`config.mk`:
```
export PLATFORM = sky130hd
export DESIGN_NAME = f1_delay
export DESIGN_NICKNAME = d
export VERILOG_FILES = /design/src/rtl/f1_pkg.sv /design/src/rtl/lfsr7.sv /design/src/rtl/f1_delay.sv
export SDC_FILE = /design/constraint.sdc
export NUM_CORES = 1
export LEC_CHECK = 0
export ABC_AREA = 1
export BUFFER_PORTS_ARGS = -buffer_cell sky130_fd_sc_hd__buf_2
export CORE_AREA = 2 2 50 52
export DETAILED_ROUTE_END_ITERATION = 7
export DIE_AREA = 0 0 52 54
export PLACE_DENSITY = 0.78
export SYNTH_ARGS = -nofsm -noshare
export SYNTH_HDL_FRONTEND = slang
export SYNTH_SLANG_ARGS = --single-unit
```
`constraint.sdc`:
```
create_clock -name clk -period 2.1 [get_ports clk]
set_input_delay 0.42 -clock clk [delete_from_list [all_inputs] [get_ports clk]]
set_output_delay 0.42 -clock clk [all_outputs]
set_load 0.05 [all_outputs]
```
`src/rtl/f1_pkg.sv`:
```
// ---------------------------------------------------------------------------
// f1_pkg -- shared definitions for the F1 random start-delay block.
//
// Contents:
//   LFSR_W_DEF : default width of the random generator / delay counter
//   SEED_DEF   : default (nonzero) LFSR reset value
//   state_t    : delay FSM state encoding (IDLE, COUNT, DONE, HOLD)
// ---------------------------------------------------------------------------
package f1_pkg;

    localparam int         LFSR_W_DEF = 7;
    localparam logic [6:0] SEED_DEF   = 7'h01;

    typedef enum logic [1:0] {
        IDLE  = 2'd0,   // waiting for a trigger rising edge
        COUNT = 2'd1,   // counting ticks down from the latched K
        DONE  = 2'd2,   // one-cycle expiry, drives time_out
        HOLD  = 2'd3    // expired, waiting for trigger to drop
    } state_t;

endpackage

```
`src/rtl/lfsr7.sv`:
```
// ---------------------------------------------------------------------------
// lfsr7 -- free-running Fibonacci LFSR, x^7 + x^6 + 1 (period 127 for W=7).
// Advances on every rising clk edge; a nonzero seed keeps it out of the
// all-zero lock-up state, so the output is never zero.
//
// Ports:
//   clk : clock
//   rst : asynchronous active-low reset, loads SEED
//   q   : current register contents (LFSR_W bits)
// ---------------------------------------------------------------------------
module lfsr7
    import f1_pkg::*;
#(
    parameter int                LFSR_W = LFSR_W_DEF,
    parameter logic [LFSR_W-1:0] SEED   = LFSR_W'(SEED_DEF)
) (
    input  logic              clk,
    input  logic              rst,
    output logic [LFSR_W-1:0] q
);

    logic [LFSR_W-1:0] q_reg;
    logic [LFSR_W-1:0] q_next;

    // Shift left by one; feedback from the two top taps enters at bit 0.
    assign q_next[0] = q_reg[LFSR_W-1] ^ q_reg[LFSR_W-2];

    generate
        for (genvar gi = 1; gi < LFSR_W; gi++) begin : g_shift
            assign q_next[gi] = q_reg[gi-1];
        end
    endgenerate

    always_ff @(posedge clk or negedge rst) begin
        if (!rst) begin
            q_reg <= SEED;
        end else begin
            q_reg <= q_next;
        end
    end

    assign q = q_reg;

endmodule

```
`src/rtl/f1_delay.sv`:
```
// ---------------------------------------------------------------------------
// f1_delay -- random start delay for the F1 light sequence.
//
// A rising edge on trigger (in IDLE, with no abort) latches the current
// LFSR value K (1..127) and counts K ticks; the cycle after the K-th tick
// time_out pulses for one clk. A further delay needs trigger to fall and
// rise again. abort cancels any delay and wins over a simultaneous edge or
// expiry tick.
//
// Ports:
//   clk       : clock
//   rst       : asynchronous active-low reset
//   tick      : one-clk timebase pulse; the delay counts these
//   trigger   : level command; only its rising edge starts a delay
//   abort     : synchronous cancel
//   time_out  : one-clk pulse when the delay expires (state decode)
//   busy      : high while counting or expiring
//   delay_val : K latched at the start of the current/last delay
// ---------------------------------------------------------------------------
module f1_delay
    import f1_pkg::*;
#(
    parameter int                LFSR_W = LFSR_W_DEF,
    parameter logic [LFSR_W-1:0] SEED   = LFSR_W'(SEED_DEF)
) (
    input  logic              clk,
    input  logic              rst,
    input  logic              tick,
    input  logic              trigger,
    input  logic              abort,
    output logic              time_out,
    output logic              busy,
    output logic [LFSR_W-1:0] delay_val
);

    logic [LFSR_W-1:0] lfsr_q;

    lfsr7 #(
        .LFSR_W (LFSR_W),
        .SEED   (SEED)
    ) u_lfsr (
        .clk (clk),
        .rst (rst),
        .q   (lfsr_q)
    );

    state_t            state_reg;
    state_t            state_next;
    logic              trig_d_reg;
    logic              trig_edge;
    logic [LFSR_W-1:0] count_reg;
    logic [LFSR_W-1:0] count_next;
    logic [LFSR_W-1:0] delay_val_reg;
    logic [LFSR_W-1:0] delay_val_next;

    assign trig_edge = trigger & ~trig_d_reg;

    always_ff @(posedge clk or negedge rst) begin
        if (!rst) begin
            state_reg     <= IDLE;
            trig_d_reg    <= 1'b0;
            count_reg     <= '0;
            delay_val_reg <= '0;
        end else begin
            state_reg     <= state_next;
            trig_d_reg    <= trigger;
            count_reg     <= count_next;
            delay_val_reg <= delay_val_next;
        end
    end

    always_comb begin
        state_next     = state_reg;
        count_next     = count_reg;
        delay_val_next = delay_val_reg;

        if (abort) begin
            // Cancel wins over everything; count is deliberately left as is.
            state_next = IDLE;
        end else begin
            case (state_reg)
                IDLE: begin
                    if (trig_edge) begin
                        // Pre-advance LFSR value; never zero, so K >= 1.
                        count_next     = lfsr_q;
                        delay_val_next = lfsr_q;
                        state_next     = COUNT;
                    end
                end
                COUNT: begin
                    if (tick) begin
                        if (count_reg == LFSR_W'(1)) begin
                            state_next = DONE;
                        end else begin
                            count_next = count_reg - LFSR_W'(1);
                        end
                    end
                end
                DONE: begin
                    state_next = trigger ? HOLD : IDLE;
                end
                HOLD: begin
                    if (!trigger) begin
                        state_next = IDLE;
                    end
                end
                default: begin
                    state_next = IDLE;
                end
            endcase
        end
    end

    // Pure state decodes: no combinational path from any input.
    assign time_out  = (state_reg == DONE);
    assign busy      = (state_reg == COUNT) || (state_reg == DONE);
    assign delay_val = delay_val_reg;

endmodule

```
==> results.cfg <==
[outcome]
status = completed

[sta]
fin_setup_tns_ns = 0
drv_slew = 0
rsz0062_at_grt = no
skew_ns = 0.00314
max_slew_margin_pct = 65.9
fin_crit_ns = 1.81
setup_viol = 0
max_freq_mhz = 552
finalHoldWorstSlack_ns = 0.0627
finalHoldViolCount = 0
tightest_slew_ns = 0.512
finalCritPeriodShare_pct = 86.2

[power]
power-per-cell-area_nw_per_um2 = 1100
power_leakage_nw = 0.760
peakVddDrop_mv = 0.624
total_power_w = 0.00150

[clock_network]
clock-sinks = 24
post-cts-setup-buffers = 0
clk_latency_ns = 0.30
cts.clk_slew.worst_paths_ns = 0.13
post_cts_resize_count = 0
root_buffer = clkbuf_4
clk_path_buf_depth = 2
cts_hold_buffers = 0
cts_max_level = 1
cts_made_buffers = 3
cts_tree = built

[synthesis]
netlist_instances = 138
ys_top_cells_by_area = dfrtp_1 (47%), nand2_1 (14%), ha_1 (6.1%)
synth_top_area_cell = dfrtp_1
ys_ff_latch = 24
avgSynthCellArea_um2 = 8.93
ys_warn_count = 0
synth_seq_area_share_pct = 48.8
synth_cell_types = 24
synthesis.nets = 149
netlist.area_leader.share_pct = 46.7
syn-cell-area_um2 = 1230

[critical_path]
crit_buf_inv = 2
reg2regPathDepth = 10
worst_setup_path_start_kind = flop
setup.worst_path.end_class = output pin
crit_fanout = 4
r2r_end = count_reg[3]
worstPathCellList = inv_1 > ha_1 > buf_2
rrSetupSlack_ns = 0.32
crit_required_ns = 1.68
critPathArrivalTime_ns = 1.39
max_stage_delay_ns = 0.44
path_depth = 3
reg2reg_from = state_reg[1]
crit_type = reg2out
critPathTopFamily = flip-flops
cpMaxStageDelayCell = dfrtp_1

[placed_design]
placed_cells = 180
dp_hpwl_mm = 1.96
place_area_um2 = 1320
gp_congestion = 0.903
port_buffers = 13

[finish]
num_antenna_cells = 0
final_common_cell = nand2_1
seq_area_um2 = 602
fillCellCount = 190
drive_above_1_share_pct = 21.4
finalInstanceArea_um2 = 1360
multiInputGateArea_um2 = 548
fin_cells = 184
area_delta_synth_final_pct = 10.4
nets = 166
final_cell_mix = nand2_1 (45), dfrtp_1 (23), inv_1 (14)

[floorplanning]
die-area_um2 = 2810
initial_utilization_pct = 53.1
die_w_um = 52
core_um2 = 2320
io-pin-count = 14
rows = 18
die_y_um = 54

[global_routing]
track_usage_pct = 21.6
grt_overflow = 0
grt_pass1_wl_mm = 4.35
grt_max_degree = 25
grt_pass1_vias = 965
grt_antenna_before_repair = 0

[hold_path]
hp-class = in2async

[detailed_routing]
wl_mm = 2.50
num_vias = 952
drc = 0
via_per_inst = 5.17
dr.first_iter.drc_count = 23
wl_per_cell_um = 13.6
detail-route-antenna-nets = 0
firstDrtPassIters = 4

[run]
maxCapViolations = 0
-- worst reg2reg max path, stage by stage, from the launching register on --
cell and delay [ns]:
dfrtp_1 0.45, inv_1 0.14, ha_1 0.39, inv_4 0.10
or2_4 0.25, nand3_2 0.06, inv_2 0.06, nand2_8 0.09
inv_6 0.04, nand2_1 0.05, nand2_1 0.05
-- how the worst max path moves through the flow --
stage | from | endpoint
after floorplan | state_reg[1] | count_reg[5]
after global placement | state_reg[1] | count_reg[5]
after detailed placement | state_reg[1] | count_reg[3]
after CTS | state_reg[0] | busy
after global routing | state_reg[1] | count_reg[0]
final | state_reg[0] | busy
-- per-layer routing --
layer	vias up	global-route usage, %	wire length [um]
li1	472	-	-
met1	456	27.8	1170
met2	18	37.1	1220
met3	6	3.33	68
met4	0	7.89	42
met5	-	0	0
-- kinds of logic after synthesis --
group | share of synthesized area (%)
DFF | 48.8
and+or+nand+nor | 28.2
buffers and inverters | 6.70
adders and majority gates | 6.09
muxes | 4.57
xor gates and xnor gates | 0.711
AOI/OAI and AO/OA | 4.87
-- cell usage after synthesis, drive strengths merged --
master and number:
a21o 2, a21oi 2, buf 1, dfrtp 23
dfstp 1, ha 6, inv 17, mux2 5
nand2 48, nand3 10, nand3b 1, nand4 5
nor2 8, o21ai 7, or2 1, xor2 1
-- stage by stage --
step / setup WS [ns] / utilization [%]
floorplan: 0.611 / -
global placement: 0.451 / 57.1
detailed placement: 0.363 / 57.1
CTS: 0.297 / 58.6
global route: 0.207 / 58.6
finish: 0.290 / 58.6
-- power by group --
group | internal (W) | total, W | switching (W)
Combinational | 0.000231 | 0.000668 | 0.000437
Clock | 0.000106 | 0.000236 | 0.000131
Sequential | 0.000515 | 0.000592 | 0.0000767
Total | 0.000852 | 0.00150 | 0.000645
-- final cells by class --
cell class,instances,share of cell area [%]
clock buffer,4,2.67
inverter,17,5.24
multi-input combinational,96,40.3
sequential,24,44.3
tap,30,2.76
timing repair buffer,13,4.78
(Power assumes the default switching activity.)
